## src/rtl/mode_sequencer_pkg.sv

```systemverilog
// Shared types and constants for the display mode sequencer.
package mode_sequencer_pkg;

    typedef enum logic [1:0] {
        RUN      = 2'd0,
        FADE_OUT = 2'd1,
        SWITCH   = 2'd2,
        FADE_IN  = 2'd3
    } seq_state_t;

    typedef logic [3:0] mode_t;

    localparam logic [2:0] FADE_MAX  = 3'd7;
    localparam logic [9:0] FRAME_MAX = 10'd1023;

    // Next mode in the cycle 0..num_modes-1, wrapping back to 0.
    function automatic mode_t next_mode(input mode_t m, input int unsigned num_modes);
        if (m == mode_t'(num_modes - 1)) begin
            return '0;
        end
        return m + 4'd1;
    endfunction

endpackage

```

## src/rtl/mode_sequencer_frame_divider.sv

```systemverilog
// Divides vsync_pulse by STEP_FRAMES; step_tick marks the frame that completes a fade step.
module mode_sequencer_frame_divider #(
    parameter int unsigned STEP_FRAMES = 2
) (
    input  logic clk,
    input  logic rst,
    input  logic clear,
    input  logic vsync_pulse,
    output logic step_tick
);

    localparam int unsigned CW = (STEP_FRAMES > 1) ? $clog2(STEP_FRAMES) : 1;
    localparam logic [CW-1:0] LAST = CW'(STEP_FRAMES - 1);

    logic [CW-1:0] cnt_q;
    logic [CW-1:0] cnt_d;

    // Frame counter; clear (state entry) restarts the step phase.
    always_comb begin
        cnt_d     = cnt_q;
        step_tick = vsync_pulse && (cnt_q == LAST);
        if (clear) begin
            cnt_d = '0;
        end else if (vsync_pulse) begin
            cnt_d = (cnt_q == LAST) ? '0 : cnt_q + 1'b1;
        end
    end

    // Counter register with synchronous reset.
    always_ff @(posedge clk) begin
        if (rst) begin
            cnt_q <= '0;
        end else begin
            cnt_q <= cnt_d;
        end
    end

endmodule

```

## src/rtl/mode_sequencer.sv

```systemverilog
// Frame-aligned mode scheduler: turns phrase/crotchet events into mode changes
// with a fade-out / switch / fade-in sequence, plus frame, beat and flash outputs.
module mode_sequencer
    import mode_sequencer_pkg::*;
#(
    parameter int unsigned NUM_MODES        = 14,
    parameter int unsigned FADE_STEP_FRAMES = 2,
    parameter int unsigned FLASH_FRAMES     = 4
) (
    input  logic       clk,
    input  logic       rst,
    input  logic       crotchet,
    input  logic       phrase,
    input  logic       vsync_pulse,
    input  logic       hold,
    output logic [3:0] mode,
    output logic [9:0] frame,
    output logic [1:0] beat,
    output logic       beat_flash,
    output logic [2:0] fade,
    output logic       busy,
    output seq_state_t state_dbg
);

    seq_state_t state_q, state_d;
    mode_t      mode_q, mode_d;
    logic [9:0] frame_q, frame_d;
    logic [1:0] beat_q, beat_d;
    logic [3:0] flash_cnt_q, flash_cnt_d;
    logic [2:0] fade_q, fade_d;
    logic       pending_q, pending_d;
    logic       step_tick;
    logic       state_change;

    assign state_change = (state_d != state_q);

    mode_sequencer_frame_divider #(
        .STEP_FRAMES(FADE_STEP_FRAMES)
    ) u_frame_divider (
        .clk        (clk),
        .rst        (rst),
        .clear      (state_change),
        .vsync_pulse(vsync_pulse),
        .step_tick  (step_tick)
    );

    // All state registers, synchronous reset.
    always_ff @(posedge clk) begin
        if (rst) begin
            state_q     <= RUN;
            mode_q      <= '0;
            frame_q     <= '0;
            beat_q      <= '0;
            flash_cnt_q <= '0;
            fade_q      <= FADE_MAX;
            pending_q   <= 1'b0;
        end else begin
            state_q     <= state_d;
            mode_q      <= mode_d;
            frame_q     <= frame_d;
            beat_q      <= beat_d;
            flash_cnt_q <= flash_cnt_d;
            fade_q      <= fade_d;
            pending_q   <= pending_d;
        end
    end

    // Next-state logic; the sequencer only moves on frame boundaries.
    always_comb begin
        state_d = state_q;
        if (vsync_pulse) begin
            case (state_q)
                RUN:      if ((pending_q || phrase) && !hold) state_d = FADE_OUT;
                FADE_OUT: if (step_tick && fade_q == 3'd1) state_d = SWITCH;
                SWITCH:   state_d = FADE_IN;
                FADE_IN:  if (step_tick && fade_q == FADE_MAX - 3'd1) state_d = RUN;
                default:  state_d = RUN;
            endcase
        end
    end

    // Datapath: fade level, mode/frame counters, pending request, beat and flash.
    always_comb begin
        fade_d      = fade_q;
        mode_d      = mode_q;
        frame_d     = frame_q;
        beat_d      = beat_q;
        flash_cnt_d = flash_cnt_q;

        // A request made while busy is remembered; consumed when a fade-out begins.
        pending_d = (state_q == RUN && state_d == FADE_OUT) ? 1'b0 : (pending_q || phrase);

        if (step_tick && state_q == FADE_OUT) fade_d = fade_q - 3'd1;
        if (step_tick && state_q == FADE_IN)  fade_d = fade_q + 3'd1;

        if (vsync_pulse) begin
            if (state_q == SWITCH) begin
                mode_d  = next_mode(mode_q, NUM_MODES);
                frame_d = '0;
            end else if (frame_q != FRAME_MAX) begin
                frame_d = frame_q + 10'd1;
            end
        end

        // Phrase restarts the bar and takes priority over a coincident beat.
        if (phrase) begin
            beat_d = '0;
        end else if (crotchet) begin
            beat_d = beat_q + 2'd1;
        end

        if (crotchet) begin
            flash_cnt_d = 4'(FLASH_FRAMES);
        end else if (vsync_pulse && flash_cnt_q != 4'd0) begin
            flash_cnt_d = flash_cnt_q - 4'd1;
        end
    end

    // Outputs decoded directly from registered state.
    always_comb begin
        mode       = mode_q;
        frame      = frame_q;
        beat       = beat_q;
        beat_flash = (flash_cnt_q != 4'd0);
        fade       = fade_q;
        busy       = (state_q != RUN);
        state_dbg  = state_q;
    end

endmodule

```

## config.mk

```make
export PLATFORM = sky130hd
export DESIGN_NAME = mode_sequencer
export DESIGN_NICKNAME = d
export VERILOG_FILES = /design/src/rtl/mode_sequencer_pkg.sv /design/src/rtl/mode_sequencer_frame_divider.sv /design/src/rtl/mode_sequencer.sv
export SDC_FILE = /design/constraint.sdc
export NUM_CORES = 1
export LEC_CHECK = 0
export BUFFER_PORTS_ARGS = -buffer_cell sky130_fd_sc_hd__buf_2
export CAP_MARGIN = 20
export CORE_ASPECT_RATIO = 0.7
export CORE_MARGIN = 3
export CORE_UTILIZATION = 50
export CTS_CLUSTER_SIZE = 28
export DETAILED_ROUTE_END_ITERATION = 12
export GPL_TIMING_DRIVEN = 0
export PLACE_DENSITY = 0.74
export RECOVER_POWER = 100
export SKIP_LAST_GASP = 1
export SYNTH_ARGS = -nofsm -noshare
export SYNTH_HDL_FRONTEND = slang
export SYNTH_SLANG_ARGS = --single-unit
```

## constraint.sdc

```tcl
create_clock -name clk -period 2.4 [get_ports clk]
set_input_delay 0.72 -clock clk [delete_from_list [all_inputs] [get_ports clk]]
set_output_delay 0.72 -clock clk [all_outputs]
set_load 0.05 [all_outputs]
```

==> flow_summary.toml, run 1 <==
[synth]
synth_top_cell_by_area = "dfxtp_1"
yosys-top-cells-area = "dfxtp_1 (39%), ha_1 (6.3%), a21oi_1 (3.9%), xnor2_1 (3.8%), nor3_1 (3.2%)"
synth-seq-cells = 27
synthDistinctLibCells = 43
synthCells = 153
synth_edf_count = 0
synth_nets = 166
yosysWarnings = 0
synth_top_area_share_pct = 38.7
synthArstFlopShare_pct = 0
syn_avg_cell_area_um2 = 9.12
synth_flop_cell = "dfxtp_1"
syn-cell-area_mm2 = 0.00140
yosysSeqAreaShare_pct = 38.7

[power]
power.switching_uw = 242
power_density_mw_per_mm2 = 550
power_switching_share_pct = 28.1
pwr-share-seq_pct = 54.9
p_int_uw = 619
p_comb_share_pct = 14.4
power.leakage_nw = 0.587
clockPowerShare_pct = 30.7
peakVddDrop_mv = 0.265

[finish]
fill_cells = 262
final_common_cell = "clkbuf_1"
fin_area_mm2 = 0.00157
regArea_um2 = 541
multi_input_area_um2 = 754
diodes = 0
synthToLayoutAreaGrowth_pct = 12.2
layout_common_cells = "clkbuf_1 (29), dfxtp_1 (27), nor2_1 (12)"
nNetsFinal = 199
drive_above_1_share_pct = 10.3

[place]
gp_congestion = 0.837
dpl_cell_area_mm2 = 0.00158
dpl.hpwl_um = 2300
port-buffer-count = 28

[global_routing]
grt-ovfl-total = 0
grt_pass1_wl_um = 5320
grt_pass1_vias = 1203
track_usage_pct = 18.6
antenna_found_initial = 0
grt_max_degree = 16

[clock_tree]
cts_inserted_buffers = 3
ctsHoldBuffers = 0
post_cts_resized = 0
cts_setup_buffers = 0
cts.sinks = 27
root_buffer = "clkbuf_8"
clockBufferDepth = 2
clkTransAtPathRegs_ps = 100
tritoncts = "built"
htreeDepth = 1
clock_latency_ps = 280

[sta]
hold_violations = 0
tightest_slew_ps = 929
fin_crit_ps = 2220
finalSetupTns_ps = 0
finalSetupViolCount = 0
finalCritPeriodShare_pct = 92.4
hold_ws_ps = 525
fin_skew_ps = 10.0
slew_headroom_pct = 37.5
rsz0062_at_grt = "false"
final-max-slew-violation-count = 0
max_clock_freq_mhz = 451

[setup_path]
critPathCaptureType = "output pin"
path_class = "reg2out"
cp_slowest_stage_delay_ps = 390
critPathLaunchType = "flip-flop"
cp_max_fo = 4
cp.arrival_ps = 1500
crit_slowest_cell = "or3b_4"
worstPathRequired_ps = 1680
path_cells = "inv_1 -> ha_1 -> or3b_4 -> clkbuf_2"

[flow_run]
drv_cap = 0

[route]
routedWlPerCell_um = 13.8
vias = 1228
drt_iter0_markers = 70
avgViaCountPerCell = 5.61
drt-total-wl_um = 3030
drtPass1Iterations = 4
route.antenna.remaining_nets = 0
drc = 0

[floorplan]
io_pins = 29
die_h_um = 50.2
std_cell_rows = 15
dieWidth_um = 69.1
initial_utilization_pct = 54.7
core_mm2 = 0.00255
die_area_mm2 = 0.00347

[hold_path]
worst_hold_path_type = "reg2reg"

[run_status]
status = "finished, final reports clean"
==> logic make-up (layout without fill, tap and decap cells) <==
kind of cell | Yosys count | in the layout | synth area share (%)
xor gates and xnor gates | 10 | 10 | 6.28
buffers and inverters | 16 | 48 | 5.56
DFF | 27 | 27 | 38.7
adders and majority gates | 7 | 7 | 6.28
muxes | 3 | 3 | 2.15
and+or+nand+nor | 58 | 58 | 25.7
AOI/OAI and AO/OA | 32 | 32 | 15.2
==> worst max-delay path, delay by kind of cell, from the launching register on <==
| family | cells | cell delay, ps |
|---|---|---|
| fa+ha+maj | 1 | 140 |
| buf+inv | 2 | 340 |
| simple gates | 1 | 390 |
| flops | 1 | 350 |
==> worst paths after layout <==
| path | startpoint | end | slack, ps | depth (start not counted) |
|---|---|---|---|---|
| hold reg to reg | frame[8] | frame[8] | 520 | 2 |
| setup / recovery | flash_cnt_q[0] | beat_flash | 180 | 4 |
| hold / removal | frame[8] | frame[8] | 520 | 2 |
| setup reg to reg | frame[2] | frame[3] | 520 | 4 |
==> registers in the layout, indices dropped and copies added, names as in the netlist <==
register               flops
mode                       4
flash_cnt_q                4
pending_q                  1
u_frame_divider.cnt_q      1
beat                       2
state_dbg                  2
fade                       3
frame                     10
==> routing by layer <==
metal	track usage [%]	vias up	wire length, um
met3	4.40	3	165
met2	32.6	32	1430
met4	2.92	0	10
met1	24.0	580	1430
met5	0	-	0
li1	-	613	-
==> through the flow <==
step	std cells	power [mW]	setup WS, ps	util (%)
after global placement	215	0.607	498	61.8
after CTS	219	0.870	208	63.6
final	219	0.861	182	61.3
after floorplan	153	0.580	450	-
after global routing	219	0.896	138	61.3
after detailed placement	215	0.612	487	61.8
==> area by class of cell <==
cell class | instances | area share (%)
tap | 34 | 2.72
inverter | 9 | 2.16
timing repair buffer | 28 | 7.03
clock inverter | 1 | 0.320
sequential | 27 | 34.5
buffer | 7 | 2.40
multi-input combinational | 110 | 48.2
clock buffer | 3 | 2.64
==> power by group through the flow <==
| stage | Sequential [mW] | Clock, mW | Combinational (mW) |
|---|---|---|---|
| floorplan | 0.500 | 0 | 0.0802 |
| global placement | 0.482 | 0 | 0.125 |
| detailed placement | 0.483 | 0 | 0.129 |
| CTS | 0.473 | 0.268 | 0.130 |
| global route | 0.475 | 0.286 | 0.135 |
| finish | 0.473 | 0.264 | 0.124 |
==> synth_stat cells, drive strengths merged, types with 3 or more instances <==
cell type,count
a21oi,11
a311oi,4
a31oi,3
and3,3
buf,4
clkbuf,3
dfxtp,27
ha,7
inv,9
mux2i,3
nand2,7
nand2b,3
nand3,5
nand4,3
nor2,12
nor3,10
o21ai,6
or3,3
xnor2,6
xor2,4
(Power assumes the default switching activity.)
==> run 2: changes to the inputs <==
- REMOVE_ABC_BUFFERS: not set -> 1
==> flow_summary.toml, run 2 (synthesized netlist as in run 1, its figures left out) <==
[power]
peakVddDrop_mv = 0.376
power_uw = 844
power.leakage_nw = 0.568
power_density_mw_per_mm2 = 557

[clock_tree]
post_cts_resized = 0
cts.sinks = 27
tritoncts = "built"
clock_latency_ps = 270
clkTransAtPathRegs_ps = 90
cts_inserted_buffers = 3
htreeDepth = 1
clockBufferDepth = 2
ctsHoldBuffers = 0
cts_setup_buffers = 0
root_buffer = "clkbuf_8"

[floorplan]
dieWidth_um = 69.1
core_mm2 = 0.00255
io_pins = 29
initial_utilization_pct = 54.7
die_area_mm2 = 0.00347
std_cell_rows = 15
die_h_um = 50.2

[route]
drtPass1Iterations = 4
route.antenna.remaining_nets = 0
drt_iter0_markers = 107
drc = 0
vias = 1190
drt-total-wl_um = 2820
avgViaCountPerCell = 5.61
routedWlPerCell_um = 13.3

[sta]
fin_crit_ps = 2210
finalSetupTns_ps = 0
slew_headroom_pct = 40.0
rsz0062_at_grt = "false"
tightest_slew_ps = 900
fin_skew_ps = 3.76
final-max-slew-violation-count = 0
finalSetupViolCount = 0
max_clock_freq_mhz = 452
hold_violations = 0
finalCritPeriodShare_pct = 92.2

[finish]
layout_common_cells = "dfxtp_1 (27), clkbuf_1 (24), nor2_1 (12)"
nNetsFinal = 192
drive_above_1_share_pct = 7.87
diodes = 0
largest_reg_flops = 10
synthToLayoutAreaGrowth_pct = 8.70
final_common_cell = "dfxtp_1"

[setup_path]
cp_slowest_stage_delay_ps = 400
cp_max_fo = 4
path_class = "reg2out"
critPathLaunchType = "flip-flop"
worstPathRequired_ps = 1680
path_cells = "inv_1 -> ha_1 -> or3b_4 -> clkbuf_2"
cp.arrival_ps = 1490
crit_slowest_cell = "or3b_4"
critPathCaptureType = "output pin"

[global_routing]
antenna_found_initial = 0
grt-ovfl-total = 0
grt_max_degree = 22
track_usage_pct = 17.9
grt_pass1_wl_um = 5050
grt_pass1_vias = 1141

[place]
gp_congestion = 0.825
port-buffer-count = 28
dpl.hpwl_um = 2130

[flow_run]
drv_cap = 0

[run_status]
status = "finished, final reports clean"

[hold_path]
worst_hold_path_type = "reg2reg"
==> run 2: changes by cell type in the layout (fill, tap and decap cells not counted), sizes merged <==
cell,before,now
clkinv,1,0
clkbuf,33,29
buf,5,3
==> run 2: worst paths after layout <==
path                      to  cells after the start  slack, ps      startpoint
setup reg to reg    frame[2]                      4        510    state_dbg[1]
hold / removal      frame[1]                      2        520        frame[1]
hold reg to reg     frame[1]                      2        520        frame[1]
setup / recovery  beat_flash                      4        190  flash_cnt_q[0]
==> run 2: through the flow <==
stage / setup slack [ps] / hold WS [ps] / std cells / instance area, um2 / utilization, %
floorplan: 352 / 473 / 146 / 1350 / -
global placement: 391 / 483 / 208 / 1530 / 60.1
detailed placement: 356 / 491 / 208 / 1530 / 60.1
CTS: 193 / 512 / 212 / 1580 / 61.9
global route: 97.4 / 551 / 212 / 1520 / 59.4
finish: 188 / 522 / 212 / 1520 / 59.4
==> run 2: layout make-up <==
class / count / area (um2)
tap: 34 / 42.5
clock buffer: 4 / 45.0
multi-input combinational: 110 / 743
fill: 255 / 1040
inverter: 9 / 33.8
timing repair buffer: 28 / 111
sequential: 27 / 541
==> run 2: per-layer routing <==
layer	global-route usage (%)	part of all wire, %
met4	4.22	0.75
met5	0	0
met3	5.60	7.2
met1	22.5	47
met2	30.1	45
==> run 2: power by group <==
part           switching, mW  internal [mW]
sequential            0.0135          0.461
clock                  0.136          0.119
combinational         0.0776         0.0369
==> run 2: critical path: cells and delay by family (launching register included) <==
kind / cells / cell delay (ps)
flops: 1 / 340
simple gates: 1 / 400
buf+inv: 2 / 330
fa+ha+maj: 1 / 140
==> run 3: changes to the inputs <==
- CORE_ASPECT_RATIO: 0.7 -> not set
- HOLD_SLACK_MARGIN: not set -> 0.12
==> flow_summary.toml, run 3 (synthesized netlist as in run 1, its figures left out) <==
[finish]
utilization_pct = 58.3
nNetsFinal = 192
largest_reg_flops = 10
synthToLayoutAreaGrowth_pct = 7.35
multi_input_area_um2 = 743
drive_above_1_share_pct = 8.43
regArea_um2 = 541
stdcell_count = 208
diodes = 0
layout_common_cells = "dfxtp_1 (27), clkbuf_1 (22), nor2_1 (12)"
fill_cells = 271
final_common_cell = "dfxtp_1"

[route]
route.antenna.remaining_nets = 0
drt_iter0_markers = 30
drt-total-wl_um = 2760
drtPass1Iterations = 4
vias = 1176
drc = 0
avgViaCountPerCell = 5.65
routedWlPerCell_um = 13.3

[clock_tree]
cts_setup_buffers = 0
ctsHoldBuffers = 0
htreeDepth = 1
post_cts_resized = 0
clockBufferDepth = 2
cts.sinks = 27
root_buffer = "clkbuf_4"
cts_inserted_buffers = 3
clkTransAtPathRegs_ps = 160
clock_latency_ps = 340
tritoncts = "built"

[setup_path]
cp_slowest_stage_delay_ps = 390
cp_max_fo = 4
path_cells = "inv_1 -> ha_1 -> or3b_4 -> clkbuf_2"
ff2ff_setup_slack_ps = 520
cpLargestDelayFamily = "simple AND/OR/NAND/NOR gates"
cp_num_buf_inv = 2
cp.arrival_ps = 1540
path_class = "reg2out"
critPathCaptureType = "output pin"
crit_slowest_cell = "or3b_4"
critPathLaunchType = "flip-flop"
worstPathRequired_ps = 1680

[sta]
slew_headroom_pct = 41.7
tightest_slew_ps = 874
rsz0062_at_grt = "false"
finalSetupTns_ps = 0
final-max-slew-violation-count = 0
finalSetupViolCount = 0
hold_violations = 0
max_clock_freq_mhz = 442
finalCritPeriodShare_pct = 94.3
fin_skew_ps = 15.0
fin_crit_ps = 2260

[global_routing]
grt_pass1_vias = 1109
grt-ovfl-total = 0
grt_max_degree = 22
track_usage_pct = 17.4
antenna_found_initial = 0
grt_pass1_wl_um = 4710

[place]
gp_congestion = 0.789
placed_cells = 204
dpl.hpwl_um = 2030
port-buffer-count = 28

[hold_path]
worst_hold_path_type = "reg2reg"

[floorplan]
die_h_um = 58.8
io_pins = 29
core_mm2 = 0.00257
std_cell_rows = 18
die_area_mm2 = 0.00346
dieWidth_um = 58.8
initial_utilization_pct = 54.3

[flow_run]
drv_cap = 0

[power]
peakVddDrop_mv = 0.379
power_uw = 793
power_density_mw_per_mm2 = 529
power.leakage_nw = 0.561

[run_status]
status = "finished, final reports clean"
[run 3: changes by cell type in the layout (fill, tap and decap cells not counted), sizes merged]
cell and delta:
clkbuf -1, clkinvlp +1
[run 3: worst reg2reg max path, delay by kind of cell (launching register included)]
| family | cells | cell delay [ps] |
|---|---|---|
| AOI/OAI and AO/OA | 1 | 80 |
| and+or+nand+nor | 3 | 1190 |
| DFF | 1 | 480 |
[run 3: metrics by stage]
stage	setup WS, ps	cell area [um2]	hold slack, ps
floorplan	352	1350	473
global placement	385	1530	476
detailed placement	347	1530	493
CTS	133	1560	522
global route	38.6	1500	555
finish	136	1500	527
[run 3: layout make-up]
type	instances	share of cell area (%)
well taps	30	2.51
clock buffers	3	1.50
clock inverters	1	0.501
repair buffers	28	7.52
flip-flops and latches	27	36.1
multi-input cells	110	49.6
inverters	9	2.26
[run 3: worst paths after layout]
kind                       start  cells after the start    endpoint
setup / recovery  flash_cnt_q[0]                      4  beat_flash
hold / removal          frame[1]                      2    frame[1]
setup reg to reg    state_dbg[1]                      4    frame[1]
hold reg to reg         frame[1]                      2    frame[1]
[run 3: per-layer routing]
layer	wire, um	global-route usage, %	share of wire (%)
met3	130	2.63	4.7
met5	0	0	0
met4	36	7.44	1.3
met1	1250	21.7	45
met2	1350	29.5	49
[run 3: where the power goes]
group          leakage (nW)  internal (mW)  switching, mW
registers             0.219          0.462         0.0135
logic                 0.328         0.0367         0.0760
clock network        0.0139         0.0639          0.141
